### config.mk
export PLATFORM = sky130hd
export DESIGN_NAME = ps2_host_tx_flat
export DESIGN_NICKNAME = d
export VERILOG_FILES = /design/src/rtl/ps2_pkg.sv /design/src/rtl/ps2_host_tx_if.sv /design/src/rtl/ps2_clk_filter.sv /design/src/rtl/ps2_host_tx.sv /design/src/flat_wrapper.sv
export SDC_FILE = /design/constraint.sdc
export NUM_CORES = 1
export LEC_CHECK = 0
export BUFFER_PORTS_ARGS = -buffer_cell sky130_fd_sc_hd__buf_2
export CAP_MARGIN = 25
export CELL_PAD_IN_SITES_DETAIL_PLACEMENT = 2
export CELL_PAD_IN_SITES_GLOBAL_PLACEMENT = 2
export CORE_AREA = 2 2 94 96
export CTS_BUF_LIST = sky130_fd_sc_hd__clkbuf_4 sky130_fd_sc_hd__clkbuf_8
export DETAILED_ROUTE_END_ITERATION = 6
export DIE_AREA = 0 0 96 98
export GPL_ROUTABILITY_DRIVEN = 0
export PLACE_DENSITY = 0.83
export REMOVE_ABC_BUFFERS = 1
export SLEW_MARGIN = 20
export SYNTH_ARGS = -nofsm -noshare
export SYNTH_HDL_FRONTEND = slang
export SYNTH_SLANG_ARGS = --single-unit
### constraint.sdc
create_clock -name clk -period 4.9 [get_ports clk]
set_input_delay 0.735 -clock clk [delete_from_list [all_inputs] [get_ports clk]]
set_output_delay 0.735 -clock clk [all_outputs]
set_load 0.005 [all_outputs]
### src/rtl/ps2_pkg.sv
// Shared PS/2 host-transmit definitions: FSM states, frame size,
// default timing and common keyboard command bytes.
package ps2_pkg;

    typedef enum logic [2:0] {
        IDLE,
        INHIBIT,
        REQ,
        DATA,
        ACK,
        WAIT_IDLE,
        DONE
    } state_t;

    localparam int FRAME_BITS = 10;

    localparam int DEF_INHIBIT_CYCLES = 5000;
    localparam int DEF_REQ_CYCLES     = 50;
    localparam int DEF_FILTER_LEN     = 8;
    localparam int DEF_TIMEOUT_CYCLES = 750000;

    localparam logic [7:0] CMD_SET_LED = 8'hED;
    localparam logic [7:0] CMD_RESET   = 8'hFF;

    // LSB-first frame: data, odd parity, stop
    function automatic logic [FRAME_BITS-1:0] build_frame(
        input logic [7:0] b
    );
        return {1'b1, ~^b, b};
    endfunction

endpackage

### src/rtl/ps2_host_tx_if.sv
// Command-side bundle of the PS/2 host transmitter.
// master issues commands, slave is the transmitter.
interface ps2_host_tx_if;

    logic       start;
    logic [7:0] din;
    logic       busy;
    logic       rx_inhibit;
    logic       done_tick;
    logic       ack_ok;
    logic       err_timeout;

    modport master (
        output start, din,
        input  busy, rx_inhibit, done_tick,
        input  ack_ok, err_timeout
    );

    modport slave (
        input  start, din,
        output busy, rx_inhibit, done_tick,
        output ack_ok, err_timeout
    );

endinterface

### src/rtl/ps2_clk_filter.sv
// PS/2 clock synchronizer and debounce filter with a one-cycle
// fall pulse; shared by the host-transmit and receive paths.
module ps2_clk_filter
    import ps2_pkg::*;
#(
    parameter int FILTER_LEN = DEF_FILTER_LEN
) (
    input  logic clk,
    input  logic rst,
    input  logic ps2c_in,
    output logic level,
    output logic fall
);

    localparam int CW = $clog2(FILTER_LEN) + 1;
    localparam logic [CW-1:0] LAST = CW'(FILTER_LEN - 1);

    logic [1:0]    sync;
    logic [CW-1:0] cnt;

    always_ff @(posedge clk) begin
        if (rst) begin
            sync  <= '0;
            cnt   <= '0;
            level <= 1'b0;
            fall  <= 1'b0;
        end else begin
            sync <= {sync[0], ps2c_in};
            fall <= 1'b0;
            if (sync[1] == level) begin
                cnt <= '0;
            end else if (cnt == LAST) begin
                // old level 1 flipping to 0 is a fall
                cnt   <= '0;
                level <= sync[1];
                fall  <= level;
            end else begin
                cnt <= cnt + CW'(1);
            end
        end
    end

endmodule

### src/rtl/ps2_host_tx.sv
// PS/2 host-to-device command transmitter driving open-drain
// clock/data enables and checking the device acknowledge.
module ps2_host_tx
    import ps2_pkg::*;
#(
    parameter int INHIBIT_CYCLES = DEF_INHIBIT_CYCLES,
    parameter int REQ_CYCLES     = DEF_REQ_CYCLES,
    parameter int FILTER_LEN     = DEF_FILTER_LEN,
    parameter int TIMEOUT_CYCLES = DEF_TIMEOUT_CYCLES
) (
    input  logic          clk,
    input  logic          rst,
    ps2_host_tx_if.slave  bus,
    input  logic          ps2c_in,
    input  logic          ps2d_in,
    output logic          ps2c_oe,
    output logic          ps2d_oe
);

    localparam int PMAX = (INHIBIT_CYCLES > REQ_CYCLES) ?
                          INHIBIT_CYCLES : REQ_CYCLES;
    localparam int PW = $clog2(PMAX) + 1;
    localparam int WW = $clog2(TIMEOUT_CYCLES) + 1;
    localparam int BW = $clog2(FRAME_BITS) + 1;

    localparam logic [PW-1:0] INH_LAST = PW'(INHIBIT_CYCLES - 1);
    localparam logic [PW-1:0] REQ_LAST = PW'(REQ_CYCLES - 1);
    localparam logic [WW-1:0] WD_LAST  = WW'(TIMEOUT_CYCLES - 1);
    localparam logic [BW-1:0] BIT_LAST = BW'(FRAME_BITS - 1);

    state_t                state, state_nx;
    logic [PW-1:0]         cnt;
    logic [WW-1:0]         wd;
    logic [BW-1:0]         bit_cnt;
    logic [FRAME_BITS-1:0] frame;
    logic                  d_bit;
    logic [1:0]            d_sync;
    logic                  c_level, c_fall;
    logic                  ack_r, tmo_r;
    logic                  start_ok, inh_end, req_end;
    logic                  watched, wd_exp;

    ps2_clk_filter #(.FILTER_LEN(FILTER_LEN)) u_filt (
        .clk     (clk),
        .rst     (rst),
        .ps2c_in (ps2c_in),
        .level   (c_level),
        .fall    (c_fall)
    );

    assign start_ok = (state == IDLE) && bus.start;
    assign inh_end  = (cnt == INH_LAST);
    assign req_end  = (cnt == REQ_LAST);
    assign watched  = state inside {DATA, ACK, WAIT_IDLE};
    assign wd_exp   = watched && (wd == WD_LAST);

    always_ff @(posedge clk) begin
        if (rst) state <= IDLE;
        else     state <= state_nx;
    end

    // watchdog expiry outranks a coincident fall
    always_comb begin
        state_nx = state;
        unique case (state)
            IDLE:      if (bus.start) state_nx = INHIBIT;
            INHIBIT:   if (inh_end) state_nx = REQ;
            REQ:       if (req_end) state_nx = DATA;
            DATA:
                if (wd_exp) state_nx = DONE;
                else if (c_fall && bit_cnt == BIT_LAST)
                    state_nx = ACK;
            ACK:
                if (wd_exp)      state_nx = DONE;
                else if (c_fall) state_nx = WAIT_IDLE;
            WAIT_IDLE:
                if (wd_exp) state_nx = DONE;
                else if (c_level && d_sync[1])
                    state_nx = DONE;
            DONE:      state_nx = IDLE;
            default:   state_nx = IDLE;
        endcase
    end

    always_comb begin
        ps2c_oe       = 1'b0;
        ps2d_oe       = 1'b0;
        bus.busy      = 1'b1;
        bus.done_tick = 1'b0;
        unique case (state)
            IDLE:    bus.busy = 1'b0;
            INHIBIT: ps2c_oe = 1'b1;
            REQ: begin
                ps2c_oe = 1'b1;
                ps2d_oe = 1'b1;
            end
            DATA:    ps2d_oe = d_bit;
            DONE: begin
                bus.busy      = 1'b0;
                bus.done_tick = 1'b1;
            end
            default: ;
        endcase
    end

    assign bus.rx_inhibit  = bus.busy;
    assign bus.ack_ok      = ack_r;
    assign bus.err_timeout = tmo_r;

    always_ff @(posedge clk) begin
        if (rst) begin
            cnt     <= '0;
            wd      <= '0;
            bit_cnt <= '0;
            frame   <= '0;
            d_bit   <= 1'b0;
            d_sync  <= '0;
            ack_r   <= 1'b0;
            tmo_r   <= 1'b0;
        end else begin
            d_sync <= {d_sync[0], ps2d_in};
            if (start_ok) begin
                frame <= build_frame(bus.din);
                cnt   <= '0;
                ack_r <= 1'b0;
                tmo_r <= 1'b0;
            end
            if (state == INHIBIT)
                cnt <= inh_end ? '0 : cnt + PW'(1);
            if (state == REQ) begin
                cnt <= cnt + PW'(1);
                if (req_end) begin
                    cnt     <= '0;
                    bit_cnt <= '0;
                    wd      <= '0;
                    d_bit   <= 1'b1;
                end
            end
            if (watched) begin
                wd <= wd + WW'(1);
                if (wd_exp) begin
                    tmo_r <= 1'b1;
                    ack_r <= 1'b0;
                end else if (c_fall && state == DATA) begin
                    d_bit   <= ~frame[bit_cnt[BW-2:0]];
                    bit_cnt <= bit_cnt + BW'(1);
                end else if (c_fall && state == ACK) begin
                    ack_r <= ~d_sync[1];
                end
            end
        end
    end

endmodule

### src/flat_wrapper.sv
// flat-port wrapper written by rule: the top's interface ports become plain ports
module ps2_host_tx_flat import ps2_pkg::*;
#(
    parameter int INHIBIT_CYCLES = DEF_INHIBIT_CYCLES,
    parameter int REQ_CYCLES     = DEF_REQ_CYCLES,
    parameter int FILTER_LEN     = DEF_FILTER_LEN,
    parameter int TIMEOUT_CYCLES = DEF_TIMEOUT_CYCLES
)
  (clk, rst, ps2c_in, ps2d_in, ps2c_oe, ps2d_oe, bus_start, bus_din, bus_busy, bus_rx_inhibit, bus_done_tick, bus_ack_ok, bus_err_timeout);
  ps2_host_tx_if bus_i ();
  input  logic clk;
  input  logic rst;
  input  logic ps2c_in;
  input  logic ps2d_in;
  output logic ps2c_oe;
  output logic ps2d_oe;
  input wire logic [$bits(bus_i.start)-1:0] bus_start;
  input wire logic [$bits(bus_i.din)-1:0] bus_din;
  output wire logic [$bits(bus_i.busy)-1:0] bus_busy;
  output wire logic [$bits(bus_i.rx_inhibit)-1:0] bus_rx_inhibit;
  output wire logic [$bits(bus_i.done_tick)-1:0] bus_done_tick;
  output wire logic [$bits(bus_i.ack_ok)-1:0] bus_ack_ok;
  output wire logic [$bits(bus_i.err_timeout)-1:0] bus_err_timeout;
  assign bus_i.start = bus_start;
  assign bus_i.din = bus_din;
  assign bus_busy = bus_i.busy;
  assign bus_rx_inhibit = bus_i.rx_inhibit;
  assign bus_done_tick = bus_i.done_tick;
  assign bus_ack_ok = bus_i.ack_ok;
  assign bus_err_timeout = bus_i.err_timeout;
  ps2_host_tx #(.INHIBIT_CYCLES(INHIBIT_CYCLES), .REQ_CYCLES(REQ_CYCLES), .FILTER_LEN(FILTER_LEN), .TIMEOUT_CYCLES(TIMEOUT_CYCLES)) u_core (.clk(clk), .rst(rst), .bus(bus_i), .ps2c_in(ps2c_in), .ps2d_in(ps2d_in), .ps2c_oe(ps2c_oe), .ps2d_oe(ps2d_oe));
endmodule
Word level (Yosys, flattened, before mapping)
Index checks and enable logic that the tools add are counted.
- output and inout bits: 7
- bits of input ports: 13
- register bits after elaboration: 66
- logic and storage cells: 101
- reduce and logical (&&, ||, !) cells: 19
- equality and inequality tests: 18
- $add $sub $neg: 4
- magnitude comparators: 1
- bitwise logic cells: 4
- multiplexer cells: 42
- operators with widths (cell ; number):
    14-bit 2-to-1 mux ; 5
    21-bit 2-to-1 mux ; 3
    3-bit 2-to-1 mux ; 9
    5-bit 2-to-1 mux ; 5
    21-bit by 1-bit adder with 21-bit output, second input constant ; 1
    21-bit by 20-bit == test with 1-bit output, second input constant ; 1
    3-bit one-hot mux with 6 select lines ; 1
    1-bit 2-to-1 mux ; 17
    14-bit by 1-bit adder with 14-bit output, second input constant ; 1
    14-bit by 13-bit == test with 1-bit output, second input constant ; 1
    14-bit by 6-bit == test with 1-bit output, second input constant ; 1
    3-bit == test, second input constant ; 3
    3-bit by 2-bit != test with 1-bit output, second input constant ; 3
    8-bit XNOR reduction ; 1
    3-bit by 2-bit == test with 1-bit output, second input constant ; 2
    1-bit logical AND ; 6
    6-bit AND reduction ; 1
    3-bit nonzero test ; 2
    3-bit OR reduction ; 2
    5-bit by 1-bit adder with 5-bit output, second input constant ; 1
    5-bit by 4-bit == test with 1-bit output, second input constant ; 1
    4-bit by 5-bit less-than comparator with 1-bit output, second input constant ; 1
    4-bit by 1-bit adder with 4-bit output, second input constant ; 1
    1-bit binary-select mux with 4-bit select ; 1
    11 further kinds ; 18

Depth between registers and ports, before layout
Gate-level depths: netlist of the first run.
- depth in word-level cells: 7
- mapped depth: 8
- depth with buffers taken out: 7

Hierarchy
Synthesis of the first run repeated with hierarchy kept, for this count alone.
- cells, all modules: 382
- area total of the unflattened synthesis: 3244.4 um2
- by module, submodules not included (module ; cells each ; times used ; area each (um2) ; seq. area each (um2)):
    ps2_host_tx ; 357 ; 1 ; 2965.3 ; 1161.1
    ps2_clk_filter ; 25 ; 1 ; 279.0 ; 160.2

Worst setup path before layout of the first run
Ideal clock, no wire load.
- kind: reg-to-reg
- from: reg u_core.cnt[0]
- to: reg u_core.wd[14]
- buffers on the path: 0
- period minus slack after synthesis: 2.308 ns
- setup time: 0.070 ns
- path slack: 2.592 ns
- data arrival time: 2.237 ns
- stages on the path, launching flop included: 7
- data required time: 4.830 ns
- path through: dfxtp_1 -> ha_1 -> or4b_1 -> or4_4 -> a2bb2oi_2 -> or4_1 -> a21oi_1
- cells in the longest elaborated chain, start to end: 3
- RTL lines (what ; RTL line ; text):
    start: declaration ; ps2_host_tx.sv:32 ; logic [PW-1:0] cnt;
    start signal: assignment ; ps2_host_tx.sv:129 ; cnt <= inh_end ? '0 : cnt + PW'(1);
    start signal: assignment ; ps2_host_tx.sv:131 ; cnt <= cnt + PW'(1);
    14-bit by 6-bit == test with 1-bit output ; ps2_host_tx.sv:53 ; assign req_end = (cnt == REQ_LAST);
    2-bit nonzero test (no line) ; - ;
    2-bit AND reduction (no line) ; - ;
    end signal: assignment ; ps2_host_tx.sv:140 ; wd <= wd + WW'(1);
    end: declaration ; ps2_host_tx.sv:33 ; logic [WW-1:0] wd;
No other way between the ends.
A chain may end at the register's enable or synchronous reset.

Worst setup path in the final report of the first run
- from: reg u_core.cnt[0]
- to: reg u_core.wd[3]
Same word-level chain as after synthesis.

==> results.cfg, run 1 <==
[run_status]
status = complete, no violations

[power_and_ir_drop]
power.internal_mw = 0.989
power_switching_mw = 0.441
p_per_area_nw_per_um2 = 390
power_frac_comb = 0.212
ir_worst_vdd_v = 0.000195
swShare = 0.309
p_seq_frac = 0.433
clockPowerShare = 0.355
power.leakage_nw = 1.26

[setup_path]
crit_chain = ha_1 -> or4b_1 -> nor4_1 -> nand3_1 -> nand2_1 -> nor2_1
path_max_fanout = 22
critical_path_class = flip-flop to flip-flop
critPathCaptureType = flip-flop
worstPathRequired_ns = 5.10
crit_buf_inv = 0
crit_family = simple AND/OR/NAND/NOR gates
max_stage_delay_ns = 0.70
start_kind = flip-flop
cp_slowest_cell = nand2_1
crit_arrival_ns = 2.94

[floorplanning]
chipHeight_um = 98
rows = 34
fp.coreArea_um2 = 8470
die-area_um2 = 9410
io_pins = 20
die_w_um = 96
start_util = 0.388

[clock_network]
ctsResizeCount = 0
cts_hold_buf = 0
post_cts_buffers = 0
clkLatencyLatePin_ns = 0.34
htree_num_levels = 3
cts_root_buf = clkbuf_8
cts_tree = built
cts_buffer_depth = 2
clk_pin_slew_ns = 0.08
numCtsBuffers = 9
cts_sinks = 66

[placement]
dpl.cell_count = 502
portBuffers = 19
dp_hpwl_um = 6350
place_ws_ns = 2.19
placed_cell_area_um2 = 3450

[global_routing]
grt_pass1_wl_um = 15900
grt_overflow = 0
antenna_found_initial = 0
grt_max_degree = 29
grt_pass1_vias = 3236
gr-usage-all-layers = 0.217

[sta]
maxSlewHeadroom = 0.460
setup_tns_ns = 0
maxSlewViolCount = 0
min_period_ns = 2.74
fin_worst_skew_ns = 0.00846
setup_viol = 0
tightest_slew_ns = 0.808
layout_setup_ws_ns = 2.16
rsz0062_at_grt = no
period_share = 0.559
finalHoldViolations = 0
hold_slack_ns = 0.455
fmax_mhz = 365

[synth]
synth-seq-area-share = 0.403
synthArstFlopShare = 0
syn_area_um2 = 3280
synth_top_area_share = 0.403
synth-seq-cells = 66
ys.flop_type = dfxtp_1
synth.distinct_cells = 55
synthCells = 390
synth_top_cell_by_area = dfxtp_1
yosysWarnings = 0
synth_commonest_cells = dfxtp_1 (66), nand2_1 (45), nor2_1 (37)
postSynthAreaPerCell_um2 = 8.42
synth_edf_count = 0
yosysMostFrequentCell = dfxtp_1
yosys-top-cells-area = dfxtp_1 (40%), xnor2_1 (5.3%), nand2_1 (5.1%)

[final_layout]
seqCellArea_um2 = 1320
area_growth_syn_to_layout_pct = 11.7
num_antenna_cells = 0
nNetsFinal = 424
instances_no_fill = 516
multi_input_area_um2 = 1840
fill_cells = 937
stdcell_area_um2 = 3670
drive_gt1_frac = 0.118

[route]
wl_per_cell_um = 18.3
drt_wl_total_um = 9460
drtAntennaViolNets = 0
drc = 0
dr.pass1.iters = 4
drt_iter0_markers = 73
via_per_inst = 5.73
vias = 2957

[run]
cap_violations = 0

[min_path]
hp-class = flip-flop to flip-flop
flip-flops by register name, indices dropped and copies added, names as in the netlist:
signal,cells
u_core.u_filt.sync,2
u_core.state,3
u_core.bit_cnt,5
u_core.u_filt.cnt,4
u_core.u_filt.fall,1
u_core.bus.ack_ok,1
u_core.frame,10
u_core.d_sync,2
u_core.d_bit,1
u_core.wd,21
u_core.cnt,14
u_core.bus.err_timeout,1
u_core.u_filt.level,1
worst reg2reg max path: stages, from the launching register on:
cell,delay [ns]
dfxtp_1,0.43
ha_1,0.21
or4b_1,0.50
nor4_1,0.35
nand3_1,0.27
nand2_1,0.70
nor2_1,0.13
logic make-up (layout without fill, tap and decap cells):
logic type / count (synthesis) / in the layout / share of synthesized area
xor gates and xnor gates: 29 / 29 / 0.0774
adders and majority gates: 6 / 6 / 0.0229
and+or+nand+nor: 176 / 176 / 0.286
buffers and inverters: 30 / 48 / 0.0385
AOI/OAI and AO/OA: 75 / 75 / 0.140
DFF: 66 / 66 / 0.403
muxes: 8 / 8 / 0.0328
metal layers:
layer	part of all wire	vias to the layer above	routed length (um)	track usage
met4	0.014	0	134	0.0791
met5	0	-	0	0
met3	0.027	13	253	0.0378
met2	0.54	38	5090	0.385
li1	-	1413	-	-
met1	0.42	1493	3990	0.256
cells in the final DEF (no fill, tap or decap), drive strengths merged, types with 4 or more instances in the layout:
master / synthesis / routed
dfxtp: 66 / 66
nand2: 45 / 45
nor2: 37 / 37
a21oi: 31 / 31
xnor2: 20 / 20
buf: 5 / 20
o21ai: 16 / 16
inv: 14 / 14
nand3: 14 / 14
or3: 12 / 12
nor2b: 11 / 11
clkbuf: 11 / 11
and3: 10 / 10
xor2: 9 / 9
or4: 8 / 8
nor3: 7 / 7
nand4: 7 / 7
o31ai: 7 / 7
ha: 6 / 6
mux2i: 4 / 4
final timing paths:
kind                            cells after the start  slack [ns]                          end                        start
worst max register to register                      6        2.16    u_core.wd[3]$_SDFFE_PP0P_   u_core.cnt[0]$_SDFFE_PP0P_
worst max-delay path                                6        2.16    u_core.wd[3]$_SDFFE_PP0P_   u_core.cnt[0]$_SDFFE_PP0P_
worst min register to register                      1        0.46  u_core.d_sync[1]$_SDFF_PP0_  u_core.d_sync[0]$_SDFF_PP0_
worst min-delay path                                1        0.46  u_core.d_sync[1]$_SDFF_PP0_  u_core.d_sync[0]$_SDFF_PP0_
stage by stage:
stage          power (mW)   util
5_1_grt              1.50  0.433
3_3_place_gp        0.899  0.407
6_report             1.43  0.433
4_1_cts              1.44  0.432
2_1_floorplan       0.809      -
3_5_place_dp        0.916  0.407
final cells by class:
type | count | area share
Clock buffer | 11 | 0.0396
Sequential cell | 66 | 0.360
Timing Repair Buffer | 20 | 0.0280
Multi-Input combinational cell | 294 | 0.503
Tap cell | 108 | 0.0369
Inverter | 14 | 0.0143
Clock inverter | 3 | 0.0177
power by group through the flow:
| stage | clock (mW) | sequential, mW | combinational, mW |
|---|---|---|---|
| global placement | 0 | 0.624 | 0.275 |
| floorplan | 0 | 0.613 | 0.196 |
| CTS | 0.518 | 0.619 | 0.304 |
| detailed placement | 0 | 0.628 | 0.287 |
| finish | 0.508 | 0.620 | 0.303 |
| global route | 0.543 | 0.626 | 0.335 |
No activity file was read; power rests on OpenSTA's default activity.
==> run 2: changes to the inputs <==
--- a/config.mk
+++ b/config.mk
@@ -9,12 +9,12 @@
 export CAP_MARGIN = 25
 export CELL_PAD_IN_SITES_DETAIL_PLACEMENT = 2
 export CELL_PAD_IN_SITES_GLOBAL_PLACEMENT = 2
-export CORE_AREA = 2 2 94 96
+export CORE_AREA = 2 2 100 102
 export CTS_BUF_LIST = sky130_fd_sc_hd__clkbuf_4 sky130_fd_sc_hd__clkbuf_8
 export DETAILED_ROUTE_END_ITERATION = 6
-export DIE_AREA = 0 0 96 98
+export DIE_AREA = 0 0 102 104
 export GPL_ROUTABILITY_DRIVEN = 0
-export PLACE_DENSITY = 0.83
+export PLACE_DENSITY = 0.77
 export REMOVE_ABC_BUFFERS = 1
 export SLEW_MARGIN = 20
 export SYNTH_ARGS = -nofsm -noshare
==> constraint.sdc (replaced) <==
create_clock -name clk -period 2.3 [get_ports clk]
set_input_delay 0.345 -clock clk [delete_from_list [all_inputs] [get_ports clk]]
set_output_delay 0.345 -clock clk [all_outputs]
set_load 0.005 [all_outputs]
==> results.cfg, run 2 (same netlist as run 1, synthesis figures left out) <==
[clock_network]
clk_pin_slew_ns = 0.07
cts_root_buf = clkbuf_8
cts_sinks = 66
cts_tree = built
htree_num_levels = 3
clkLatencyLatePin_ns = 0.35
cts_buffer_depth = 2
numCtsBuffers = 9

[placement]
dp_hpwl_um = 6960
portBuffers = 19
placed_cell_area_um2 = 3680

[sta]
rsz0062_at_grt = yes
period_share = 1.04
maxSlewHeadroom = 0.617
fmax_mhz = 417
hold_slack_ns = 0.204
tightest_slew_ns = 0.572
fin_worst_skew_ns = 0.0112
min_period_ns = 2.40
setup_viol = 6
layout_setup_ws_ns = -0.0968
finalHoldViolations = 0
maxSlewViolCount = 0

[power_and_ir_drop]
power.leakage_nw = 1.43
ir_worst_vdd_v = 0.000353
p_per_area_nw_per_um2 = 747

[floorplanning]
die_w_um = 102
die-area_um2 = 10600
chipHeight_um = 104
start_util = 0.344
fp.coreArea_um2 = 9550
rows = 36
io_pins = 20

[final_layout]
top_regs = u_core.wd x21, u_core.cnt x14, u_core.frame x10
final_cell_mix = dfxtp_1 (64), nand2_1 (45), nor2_1 (37), buf_4 (27), a21oi_1 (22)
largest_reg_flops = 21
area_growth_syn_to_layout_pct = 23.6
nNetsFinal = 454
num_antenna_cells = 0
regMostFlops = u_core.wd
final_common_cell = dfxtp_1
stdcell_area_um2 = 4060
drive_gt1_frac = 0.232

[global_routing]
grt_pass1_vias = 3323
grt_max_degree = 23
grt_overflow = 0
antenna_found_initial = 0
gr-usage-all-layers = 0.197
grt_pass1_wl_um = 16700

[route]
wl_per_cell_um = 17.9
drc = 0
drt_iter0_markers = 73
vias = 3040
dr.pass1.iters = 4
drtAntennaViolNets = 0
drt_wl_total_um = 10200
via_per_inst = 5.31

[run]
cap_violations = 0

[setup_path]
critical_path_class = flip-flop to flip-flop
crit_chain = inv_2 -> ha_4 -> or4b_4 -> or4_4 -> a2bb2oi_4 -> or4_1 -> a21oi_1
worstPathRequired_ns = 2.58
critPathCaptureType = flip-flop
crit_buf_inv = 1
crit_family = simple AND/OR/NAND/NOR gates
crit_arrival_ns = 2.67
cp_slowest_cell = or4_4
max_stage_delay_ns = 0.51
start_kind = flip-flop
path_max_fanout = 8

[run_status]
status = finished with violations
violations = negative setup slack

[min_path]
hp-class = input port to flip-flop
==> run 2: final cells by class <==
| type | instances | area [um^2] |
|---|---|---|
| fill | 1101 | 5490 |
| multi-input combinational | 294 | 1980 |
| sequential | 66 | 1320 |
| timing repair buffer | 50 | 345 |
| tap | 133 | 166 |
| clock buffer | 12 | 165 |
| inverter | 14 | 52.6 |
| clock inverter | 4 | 25.0 |
==> run 2: per-layer routing <==
| metal | up-vias | track usage | wire length [um] |
|---|---|---|---|
| met5 | - | 0 | 0 |
| met4 | 0 | 0.0571 | 150 |
| met3 | 11 | 0.0336 | 207 |
| met2 | 32 | 0.341 | 5380 |
| met1 | 1522 | 0.249 | 4500 |
| li1 | 1475 | - | - |
==> run 2: worst register-to-register path: cells and delay by family, from the launching register on <==
family                   cells  cell delay (ns)
buffers and inverters        1             0.07
AO/OA/AOI/OAI                2             0.37
adder cells (fa/ha/maj)      1             0.11
AND/OR/NAND/NOR              3             1.44
flip-flops                   1             0.34
==> run 2: what timing repair did <==
| action | CTS | global route |
|---|---|---|
| pin swaps | 9 | 4 |
| resized for setup | 14 | 17 |
| gates cloned | 0 | 1 |
| buffers inserted | 1 | 2 |
| setup endpoints to repair | 13 | 32 |
| hold buffers | 0 | 0 |
==> run 2: where the power goes <==
group	switching (mW)	internal, mW
sequential	0.0697	1.22
clock	0.478	0.476
combinational	0.455	0.335
total	1.00	2.03
==> run 2: worst paths after layout <==
kind                               start                          end  slack, ns  cells past startpoint
max           u_core.cnt[1]$_SDFFE_PP0P_   u_core.wd[18]$_SDFFE_PP0P_       -0.1                      7
min                              ps2d_in  u_core.d_sync[0]$_SDFF_PP0_       0.20                      2
max reg2reg   u_core.cnt[1]$_SDFFE_PP0P_   u_core.wd[18]$_SDFFE_PP0P_       -0.1                      7
min reg2reg  u_core.d_sync[0]$_SDFF_PP0_  u_core.d_sync[1]$_SDFF_PP0_       0.44                      1
==> run 2: stage by stage <==
step / setup TNS [ns] / util / total power [mW] / worst slack, ns / instances
after floorplan: -2.33 / - / 1.72 / -0.166 / 374
after global placement: -0.0557 / 0.386 / 1.98 / -0.0211 / 553
after detailed placement: -0.394 / 0.386 / 2.01 / -0.117 / 553
after CTS: -0.253 / 0.413 / 3.02 / -0.0672 / 570
after global routing: -0.958 / 0.425 / 3.21 / -0.139 / 573
final: -0.425 / 0.425 / 3.03 / -0.0968 / 573
==> run 3: changes to the inputs <==
--- a/config.mk
+++ b/config.mk
@@ -9,10 +9,10 @@
 export CAP_MARGIN = 25
 export CELL_PAD_IN_SITES_DETAIL_PLACEMENT = 2
 export CELL_PAD_IN_SITES_GLOBAL_PLACEMENT = 2
-export CORE_AREA = 2 2 100 102
+export CORE_AREA = 2 2 90 114
 export CTS_BUF_LIST = sky130_fd_sc_hd__clkbuf_4 sky130_fd_sc_hd__clkbuf_8
 export DETAILED_ROUTE_END_ITERATION = 6
-export DIE_AREA = 0 0 102 104
+export DIE_AREA = 0 0 92 116
 export GPL_ROUTABILITY_DRIVEN = 0
 export PLACE_DENSITY = 0.77
 export REMOVE_ABC_BUFFERS = 1
==> results.cfg, run 3 (same netlist as run 1, synthesis figures left out) <==
[clock_network]
cts_sinks = 66
clk_pin_slew_ns = 0.07
cts_tree = built
cts_buffer_depth = 2
cts_hold_buf = 0
htree_num_levels = 3
clkLatencyLatePin_ns = 0.36
numCtsBuffers = 9
cts_root_buf = clkbuf_8

[global_routing]
grt_pass1_wl_um = 15900
grt_max_degree = 23
grt_pass1_vias = 3213
grt_overflow = 0
antenna_found_initial = 0
gr-usage-all-layers = 0.189

[power_and_ir_drop]
power_switching_mw = 0.958
ir_worst_vdd_v = 0.000327
power.internal_mw = 2.22
swShare = 0.301
power_frac_comb = 0.243
p_seq_frac = 0.400
clockPowerShare = 0.358
power.leakage_nw = 1.45
p_per_area_nw_per_um2 = 790

[setup_path]
critical_path_class = flip-flop to flip-flop
path_max_fanout = 9
r2r_start = u_core.cnt[1]$_SDFFE_PP0P_
cp_slowest_cell = or4_4
start_kind = flip-flop
crit_chain = inv_1 -> ha_1 -> or4b_4 -> or4_4 -> a2bb2oi_4 -> buf_4 -> or3_1 -> a21oi_1
worstPathRequired_ns = 2.59
max_stage_delay_ns = 0.52
crit_arrival_ns = 2.69
critPathCaptureType = flip-flop
worstSetupStartpoint = u_core.cnt[1]$_SDFFE_PP0P_

[sta]
layout_setup_ws_ns = -0.0978
setup_viol = 6
period_share = 1.04
min_period_ns = 2.40
finalHoldViolations = 0
maxSlewViolCount = 0
fin_worst_skew_ns = 0.0111
setup_tns_ns = -0.360
maxSlewHeadroom = 0.647
rsz0062_at_grt = yes
tightest_slew_ns = 0.528
hold_slack_ns = 0.201
fmax_mhz = 417

[route]
drt_iter0_markers = 74
wl_per_cell_um = 16.5
vias = 2971
dr.pass1.iters = 4
drt_wl_total_um = 9350
via_per_inst = 5.24
drc = 0
drtAntennaViolNets = 0

[run_status]
violations = negative setup slack
status = finished with violations

[floorplanning]
io_pins = 20
fp.coreArea_um2 = 9510
rows = 40
die-area_um2 = 10700
chipHeight_um = 116
die_w_um = 92
start_util = 0.345

[final_layout]
top_regs = u_core.wd x21, u_core.cnt x14, u_core.frame x10
area_growth_syn_to_layout_pct = 22.6
stdcell_area_um2 = 4030
regMostFlops = u_core.wd
fill_cells = 1097
largest_reg_flops = 21
final_cell_mix = dfxtp_1 (65), nand2_1 (45), nor2_1 (37), buf_4 (30), a21oi_1 (24)
num_antenna_cells = 0
fin_util = 0.423
final_common_cell = dfxtp_1
drive_gt1_frac = 0.218
nNetsFinal = 455

[run]
cap_violations = 0

[placement]
place_ws_ns = -0.119
dp_hpwl_um = 6800
placed_cell_area_um2 = 3680
portBuffers = 19

[min_path]
min_from = ps2d_in
hp-class = input port to flip-flop
## run 3: final cells by class
cell class                 instances  area (um^2)  area share
multi-input combinational        294         1920       0.477
sequential                        66         1320       0.329
timing repair buffer              51          345      0.0858
clock buffer                      14          168      0.0417
tap                              126          158      0.0392
clock inverter                     2         60.1      0.0149
inverter                          14         52.6      0.0131
## run 3: what timing repair did
action / 4_1_cts / 5_1_grt
endpoints found under the setup margin: 12 / 34
pin swaps: 1 / 3
cloned: 0 / 1
resized for setup: 3 / 18
buffers inserted: 1 / 2
hold endpoints to repair: 0 / 0
## run 3: per-stage QoR
step                      power, mW  cells
final                          3.18    567
after global routing           3.37    567
after CTS                      3.19    564
after detailed placement       2.02    547
after global placement         1.98    547
after floorplan                1.72    374
## run 3: worst max-delay path: cells and delay by family (launching register included)
family	cells	cell delay (ns)
simple gates	3	1.35
flops	1	0.31
compound gates	2	0.34
buf+inv	2	0.20
fa+ha+maj	1	0.13
## run 3: power by group through the flow
| stage | sequential, mW | combinational, mW | clock (mW) |
|---|---|---|---|
| 2_1_floorplan | 1.31 | 0.418 | 0 |
| 3_3_place_gp | 1.29 | 0.690 | 0 |
| 6_report | 1.27 | 0.772 | 1.14 |
| 3_5_place_dp | 1.30 | 0.724 | 0 |
| 5_1_grt | 1.28 | 0.864 | 1.22 |
| 4_1_cts | 1.27 | 0.740 | 1.17 |
## run 3: routing by layer
metal | wire length [um] | GRT usage | share of wire
met5 | 0 | 0 | 0
met4 | 153 | 0.0627 | 0.016
met3 | 197 | 0.0410 | 0.021
met2 | 4970 | 0.347 | 0.53
met1 | 4030 | 0.217 | 0.43
## run 3: worst paths after layout
path	slack, ns	cells past startpoint	end
setup / recovery	-0.1	8	u_core.wd[20]$_SDFFE_PP0P_
hold reg to reg	0.45	1	u_core.u_filt.cnt[0]$_SDFF_PP0_
hold / removal	0.20	2	u_core.d_sync[0]$_SDFF_PP0_
setup reg to reg	-0.1	8	u_core.wd[20]$_SDFFE_PP0P_
